`src/rtl/dmem_arb_pkg.sv`:
```
`default_nettype none
// ============================================================================
// Module      : dmem_arb_pkg
// Description : Shared encodings and default sizes for the data-memory
//               arbiter (FSM states, slot-owner codes, default widths).
// Revision    : 1.0 - initial release
// ============================================================================
package dmem_arb_pkg;

    // Default geometry
    localparam int DEF_AW           = 10;
    localparam int DEF_DW           = 32;
    localparam int DEF_LENW         = 5;
    localparam int DEF_STARVE_LIMIT = 8;

    // Arbitration FSM state encoding
    localparam logic [0:0] ST_IDLE  = 1'b0;   // no burst latched
    localparam logic [0:0] ST_BURST = 1'b1;   // burst latched, beats remaining

    // Owner of the memory slot in the current cycle
    localparam logic [1:0] OWN_NONE = 2'd0;
    localparam logic [1:0] OWN_CPU  = 2'd1;
    localparam logic [1:0] OWN_DMA  = 2'd2;

endpackage
`default_nettype wire

```
`src/rtl/dmem_burst_ctr.sv`:
```
`default_nettype none
// ============================================================================
// Module      : dmem_burst_ctr
// Description : Burst bookkeeping for the DMA side of the arbiter. Latches
//               the base address and beat count when a burst starts and
//               produces the address of the beat about to issue, the number
//               of beats still to issue (including this one) and a last-beat
//               flag. The first beat issues in the start cycle itself, so
//               during i_start the outputs come straight from the inputs.
// Ports       : clk, rst        - clock, synchronous active-high reset
//               i_start         - burst start (always coincides with i_beat)
//               i_beat          - a DMA beat issues this cycle
//               i_base, i_len   - burst base address / length (0 means 1)
//               o_addr          - address of the current beat
//               o_remaining     - beats left, counting the current one
//               o_last          - current beat is the final one
// Revision    : 1.0 - initial release
// ============================================================================
module dmem_burst_ctr
    import dmem_arb_pkg::*;
#(
    parameter int AW   = DEF_AW,
    parameter int LENW = DEF_LENW
) (
    input  logic            clk,
    input  logic            rst,
    input  logic            i_start,
    input  logic            i_beat,
    input  logic [AW-1:0]   i_base,
    input  logic [LENW-1:0] i_len,
    output logic [AW-1:0]   o_addr,
    output logic [LENW-1:0] o_remaining,
    output logic            o_last
);

    logic [AW-1:0]   r_base;
    logic [AW-1:0]   r_idx;   // index of the next beat; holds while preempted
    logic [LENW-1:0] r_rem;   // beats still to issue
    logic [LENW-1:0] w_len_eff;

    assign w_len_eff = (i_len == '0) ? LENW'(1) : i_len;

    always_comb begin
        o_addr      = r_base + r_idx;   // wraps modulo 2^AW by width
        o_remaining = r_rem;
        if (i_start) begin
            o_addr      = i_base;
            o_remaining = w_len_eff;
        end
        o_last = (o_remaining == LENW'(1));
    end

    always_ff @(posedge clk) begin
        if (rst) begin
            r_base <= '0;
            r_idx  <= '0;
            r_rem  <= '0;
        end else if (i_beat) begin
            if (i_start) begin
                r_base <= i_base;
                r_idx  <= AW'(1);
            end else begin
                r_idx  <= r_idx + AW'(1);
            end
            r_rem <= o_remaining - LENW'(1);
        end
    end

endmodule
`default_nettype wire

```
`src/rtl/dmem_arbiter.sv`:
```
`default_nettype none
// ============================================================================
// Module      : dmem_arbiter
// Description : Single-port data-memory arbiter between the CPU MEM stage and
//               the DMA engine. DMA bursts are serialised into single beats;
//               the CPU may take the slot between any two beats. A starvation
//               counter forces a pending DMA beat after STARVE_LIMIT
//               consecutive CPU-won slots.
// Ports       : clk, rst                          - clock, sync active-high reset
//               cpu_req/we/addr/wdata, cpu_rdata  - CPU access, read data
//               cpu_stall                         - cpu_req && !cpu granted
//               dma_req/we/addr/len/wdata         - DMA burst request
//               dma_gnt, dma_beat                 - burst start / beat issued
//               dma_rvalid, dma_rdata, dma_done   - DMA read return, burst end
//               mem_en/we/addr/wdata, mem_rdata   - memory port (1-cycle read)
// Revision    : 1.0 - initial release
// ============================================================================
module dmem_arbiter
    import dmem_arb_pkg::*;
#(
    parameter int AW           = DEF_AW,
    parameter int DW           = DEF_DW,
    parameter int LENW         = DEF_LENW,
    parameter int STARVE_LIMIT = DEF_STARVE_LIMIT
) (
    input  logic            clk,
    input  logic            rst,
    // CPU MEM stage
    input  logic            cpu_req,
    input  logic            cpu_we,
    input  logic [AW-1:0]   cpu_addr,
    input  logic [DW-1:0]   cpu_wdata,
    output logic [DW-1:0]   cpu_rdata,
    output logic            cpu_stall,
    // DMA engine
    input  logic            dma_req,
    input  logic            dma_we,
    input  logic [AW-1:0]   dma_addr,
    input  logic [LENW-1:0] dma_len,
    input  logic [DW-1:0]   dma_wdata,
    output logic            dma_gnt,
    output logic            dma_beat,
    output logic            dma_rvalid,
    output logic [DW-1:0]   dma_rdata,
    output logic            dma_done,
    // Memory port
    output logic            mem_en,
    output logic            mem_we,
    output logic [AW-1:0]   mem_addr,
    output logic [DW-1:0]   mem_wdata,
    input  logic [DW-1:0]   mem_rdata
);

    localparam int c_starve_w = $clog2(STARVE_LIMIT + 1);

    logic [0:0]            r_state;
    logic [0:0]            w_state_nxt;
    logic [c_starve_w-1:0] r_starve_cnt;
    logic [c_starve_w-1:0] w_starve_nxt;
    logic [1:0]            w_owner;
    logic                  w_pending;
    logic                  w_starve_flag;
    logic                  w_start;
    logic                  w_dma_beat;
    logic                  w_burst_we;
    logic                  r_burst_we;
    logic [AW-1:0]         w_beat_addr;
    logic [LENW-1:0]       w_remaining;
    logic                  w_last;
    // Read-return tracking: which side issued a read in the previous cycle
    logic                  r_cpu_rd;
    logic                  r_dma_rd;
    logic                  r_dma_done;
    logic [DW-1:0]         r_cpu_hold;
    logic [DW-1:0]         r_dma_hold;

    dmem_burst_ctr #(
        .AW   (AW),
        .LENW (LENW)
    ) u_burst_ctr (
        .clk         (clk),
        .rst         (rst),
        .i_start     (w_start),
        .i_beat      (w_dma_beat),
        .i_base      (dma_addr),
        .i_len       (dma_len),
        .o_addr      (w_beat_addr),
        .o_remaining (w_remaining),
        .o_last      (w_last)
    );

    // ------------------------------------------------------------------
    // Slot choice, next state and starvation counter
    // ------------------------------------------------------------------
    always_comb begin
        w_owner       = OWN_NONE;
        w_state_nxt   = r_state;
        w_starve_nxt  = r_starve_cnt;
        w_pending     = (r_state == ST_BURST) || dma_req;
        w_starve_flag = (r_starve_cnt == c_starve_w'(STARVE_LIMIT));

        if (rst) begin
            w_owner = OWN_NONE;
        end else if (w_starve_flag && w_pending) begin
            w_owner = OWN_DMA;
        end else if (cpu_req) begin
            w_owner = OWN_CPU;
        end else if (w_pending) begin
            w_owner = OWN_DMA;   // continue a burst, or start one from IDLE
        end

        w_dma_beat = (w_owner == OWN_DMA);
        w_start    = w_dma_beat && (r_state == ST_IDLE);
        w_burst_we = w_start ? dma_we : r_burst_we;

        // A single-beat burst never leaves IDLE
        if (w_dma_beat) begin
            w_state_nxt = (w_remaining > LENW'(1)) ? ST_BURST : ST_IDLE;
        end

        if (!w_pending || w_dma_beat) begin
            w_starve_nxt = '0;
        end else if ((w_owner == OWN_CPU) && !w_starve_flag) begin
            w_starve_nxt = r_starve_cnt + c_starve_w'(1);
        end
    end

    // ------------------------------------------------------------------
    // Memory port mux
    // ------------------------------------------------------------------
    always_comb begin
        mem_en    = 1'b0;
        mem_we    = 1'b0;
        mem_addr  = '0;
        mem_wdata = '0;
        case (w_owner)
            OWN_CPU: begin
                mem_en    = 1'b1;
                mem_we    = cpu_we;
                mem_addr  = cpu_addr;
                mem_wdata = cpu_wdata;
            end
            OWN_DMA: begin
                mem_en    = 1'b1;
                mem_we    = w_burst_we;
                mem_addr  = w_beat_addr;
                mem_wdata = dma_wdata;
            end
            default: ;
        endcase
    end

    assign cpu_stall  = !rst && cpu_req && (w_owner != OWN_CPU);
    assign dma_gnt    = w_start;
    assign dma_beat   = w_dma_beat;
    assign dma_done   = r_dma_done;
    assign dma_rvalid = r_dma_rd;
    // Memory data is valid the cycle after the grant; outside that cycle
    // each side sees the last word it read.
    assign cpu_rdata  = r_cpu_rd ? mem_rdata : r_cpu_hold;
    assign dma_rdata  = r_dma_rd ? mem_rdata : r_dma_hold;

    // ------------------------------------------------------------------
    // State registers
    // ------------------------------------------------------------------
    always_ff @(posedge clk) begin
        if (rst) begin
            r_state      <= ST_IDLE;
            r_starve_cnt <= '0;
            r_burst_we   <= 1'b0;
            r_cpu_rd     <= 1'b0;
            r_dma_rd     <= 1'b0;
            r_dma_done   <= 1'b0;
            r_cpu_hold   <= '0;
            r_dma_hold   <= '0;
        end else begin
            r_state      <= w_state_nxt;
            r_starve_cnt <= w_starve_nxt;
            if (w_start) begin
                r_burst_we <= dma_we;
            end
            r_cpu_rd   <= (w_owner == OWN_CPU) && !cpu_we;
            r_dma_rd   <= w_dma_beat && !w_burst_we;
            r_dma_done <= w_dma_beat && w_last;
            if (r_cpu_rd) begin
                r_cpu_hold <= mem_rdata;
            end
            if (r_dma_rd) begin
                r_dma_hold <= mem_rdata;
            end
        end
    end

endmodule
`default_nettype wire
```
`config.mk`:
```
export PLATFORM = sky130hd
export DESIGN_NAME = dmem_arbiter
export DESIGN_NICKNAME = d
export VERILOG_FILES = /design/src/rtl/dmem_arb_pkg.sv /design/src/rtl/dmem_burst_ctr.sv /design/src/rtl/dmem_arbiter.sv
export SDC_FILE = /design/constraint.sdc
export NUM_CORES = 1
export LEC_CHECK = 0
export ABC_AREA = 1
export BUFFER_PORTS_ARGS = -buffer_cell sky130_fd_sc_hd__buf_4
export CAP_MARGIN = 20
export CORE_MARGIN = 2
export CORE_UTILIZATION = 51
export CTS_CLUSTER_SIZE = 20
export DETAILED_ROUTE_END_ITERATION = 8
export PLACE_DENSITY = 0.89
export SLEW_MARGIN = 15
export SYNTH_ARGS = -nofsm -noshare
export SYNTH_HDL_FRONTEND = slang
export SYNTH_SLANG_ARGS = --single-unit
```
`constraint.sdc`:
```
create_clock -name clk -period 3.6 [get_ports clk]
set_clock_uncertainty 0.2 [all_clocks]
set_input_delay 0.36 -clock clk [delete_from_list [all_inputs] [get_ports clk]]
set_output_delay 0.36 -clock clk [all_outputs]
set_load 0.02 [all_outputs]
```
==> impl_metrics.env <==
export IMPL_drv_max_cap_violation_count=0
export IMPL_routed_wirelength_um=15600
export IMPL_holdWs_ps=58.2
export IMPL_finalSetupTns_ps=0
export IMPL_dp_hpwl_um=11700
export IMPL_synth_distinct_cells=31
export IMPL_setup_violations=0
export IMPL_finalNonFillerCells=1149
export IMPL_finalWorstPathRequiredPeriod_ps=3350
export IMPL_preCtsSetupSlack_ps=462
export IMPL_finalCoreUtilization_pct=74.0
export IMPL_clock_h_tree_levels=3
export IMPL_timing_max_slew_rel_slack_pct=30.7
export IMPL_static_leakage_power_nw=3.63
export IMPL_critPathArrivalTime_ps=2790
export IMPL_clock_sinks=98
export IMPL_grt_setup_unrepaired="false"
export IMPL_post_synth_top_area_fraction_pct=38.9
export IMPL_die_x_um=103
export IMPL_drt_iter0_markers=224
export IMPL_crit_type="register to output pin"
export IMPL_floorplan_die_area_um2=10700
export IMPL_grt_pass1_wl_um=23300
export IMPL_stdcell_area_um2=7170
export IMPL_slowest_stage="dfxtp_1"
export IMPL_path_category_of_the_worst_min_delay_check="input pin to register"
export IMPL_initial_core_util_pct=52.1
export IMPL_number_of_flops_mapped_to_enable_cells_by_yosys=0
export IMPL_drt_vias_per_instance=5.08
export IMPL_cpPeakStageDelay_ps=390
export IMPL_power_total_mw=2.22
export IMPL_tightestPinTransition_ps=1040
export IMPL_clk_path_buf_depth=2
export IMPL_insertion_delay_ps=380
export IMPL_worst_path_most_repeated_cell="inv_1"
export IMPL_synthCells=785
export IMPL_area_added_between_synthesis_and_finish_pct=42.2
export IMPL_post_synthesis_cell_area_um2=5040
export IMPL_root_buffer="clkbuf_8"
export IMPL_port_buffers=239
export IMPL_setup_ws_ps=251
export IMPL_ant_nets=0
export IMPL_dominantRegCellSynth="dfxtp_1"
export IMPL_worst_ep_required_time_ps=3040
export IMPL_maximum_number_of_pins_on_one_net_before_global_route_repair=80
export IMPL_ys_top_cells_by_count="nand2_1 (352), a21oi_1 (128), dfxtp_1 (98), inv_1 (48), nor2_1 (30)"
export IMPL_first_global_vias=5145
export IMPL_remaining_drc_errors=0
export IMPL_synth_largest_area_cell="dfxtp_1"
export IMPL_async_reset_ff_share_pct=0
export IMPL_path_buf_inv=6
export IMPL_synth_avg_cell_area_um2=6.42
export IMPL_synth_seq_area_share_pct=38.9
export IMPL_post_synth_top_count_cell="nand2_1"
export IMPL_clock_pin_transition_on_the_worst_setup_and_hold_timing_paths_ps=100
export IMPL_layout_nets=1155
export IMPL_ys_seq_elements=98
export IMPL_power_density_nw_per_um2=310
export IMPL_post_route_cells_drive_above_1_share_pct=27.3
export IMPL_ir_drop_uv=182
export IMPL_cp_end_kind="output pin"
export IMPL_placeableCoreArea_um2=9680
export IMPL_placement_rows=36
export IMPL_io_pins=240
export IMPL_cp_cell_sequence="inv_1, ha_1, nand3_1, inv_1, o21ai_0, inv_1, ha_1, nand2_4, inv_2, or2_2, o21ai_1, inv_1, nand2_1, a21oi_1, buf_4"
export IMPL_timing_critical_path_from_type="register"
export IMPL_wl_per_cell_um=13.6
export IMPL_outcome="finished, final reports clean"
export IMPL_diodes=0
export IMPL_drt_pass1_iter_count=5
export IMPL_path_max_fanout=16
export IMPL_max_freq_mhz=299
export IMPL_cts_tree="yes"
export IMPL_grt_overflow=0
export IMPL_post_route_period_util_pct=93.0
export IMPL_yosys_top_cells_area="dfxtp_1 (39%), nand2_1 (26%), a21oi_1 (13%)"
export IMPL_via_count=5841
export IMPL_hold_viol=0
export IMPL_critical_path_top_delay_family="buffers and inverters"
export IMPL_cts_buffers_inserted=9
export IMPL_max_slew_violation_count=0
export IMPL_dpl_cell_area_um2=6920
export IMPL_floorplan_die_height_um=103
export IMPL_track_usage_pct=27.7
export IMPL_placedCellCount=1126
export IMPL_globalplace_congestion=0.880
export IMPL_yosys_warnings=0
export IMPL_antenna_found_initial=0
export IMPL_syn_nets=929
==> registers in the layout, summed over array words and instances, names as in the netlist <==
| name | flops |
|---|---|
| r_dma_hold | 32 |
| r_burst_we | 1 |
| dma_done | 1 |
| r_state | 1 |
| u_burst_ctr.r_base | 10 |
| r_cpu_hold | 32 |
| u_burst_ctr.r_idx | 10 |
| u_burst_ctr.r_rem | 5 |
| dma_rvalid | 1 |
| r_starve_cnt | 4 |
| r_cpu_rd | 1 |
==> final cells by class <==
| type | instances | area (µm²) |
|---|---|---|
| tap | 133 | 166 |
| inverter | 50 | 191 |
| multi-input combinational | 597 | 2730 |
| sequential | 98 | 1960 |
| timing repair buffer | 255 | 1950 |
| clock inverter | 5 | 40.0 |
| clock buffer | 11 | 131 |
| fill | 801 | 2510 |
==> worst paths after layout <==
path,depth (start not counted),slack (ps),startpoint,endpoint
hold reg to reg,2,270,r_cpu_hold[12],r_cpu_hold[12]
hold / removal,3,60,mem_rdata[11],r_dma_hold[11]
setup reg to reg,11,800,r_starve_cnt[0],r_starve_cnt[3]
setup / recovery,15,250,r_starve_cnt[0],mem_we
==> repair_timing <==
item	CTS	global route
setup buffers	0	5
gates resized for setup	0	2
hold buffers	2	0
hold endpoints to repair	2	0
endpoints found under the setup margin	0	10
==> routing by layer <==
metal / track usage [%] / part of all wire (%)
met1: 31.6 / 38
met2: 49.6 / 50
met3: 6.65 / 8.0
met4: 11.1 / 3.6
met5: 0 / 0
==> kinds of logic after synthesis <==
family	Yosys count	share of synthesized area [%]
XOR/XNOR	5	0.869
adder cells (fa/ha/maj)	17	4.37
AND/OR/NAND/NOR	421	32.9
flip-flops	98	38.9
buffers and inverters	90	6.90
AO/OA/AOI/OAI	154	16.0
==> where the power goes <==
part | internal (mW) | switching [mW]
clock | 0.256 | 0.399
sequential | 1.11 | 0.00983
combinational | 0.205 | 0.246
total | 1.57 | 0.656
==> layout by cell type (no fill, tap or decap), types with 9 or more instances in the layout <==
cell type / count
nand3_1: 23
inv_1: 47
ha_1: 16
a21oi_1: 128
dfxtp_1: 98
buf_4: 250
nand2_1: 352
o21ai_0: 11
clkbuf_8: 9
nor2_1: 30
==> worst reg2reg max path: stages, from the launching register on <==
cell	delay, ps
dfxtp_1	390
inv_1	80
ha_1	190
nand3_1	90
inv_1	80
o21ai_0	230
ha_1	590
inv_1	190
nor2_4	190
nand4_1	110
or2_2	280
a21oi_1	120
Power figures use the tool's default switching activity.
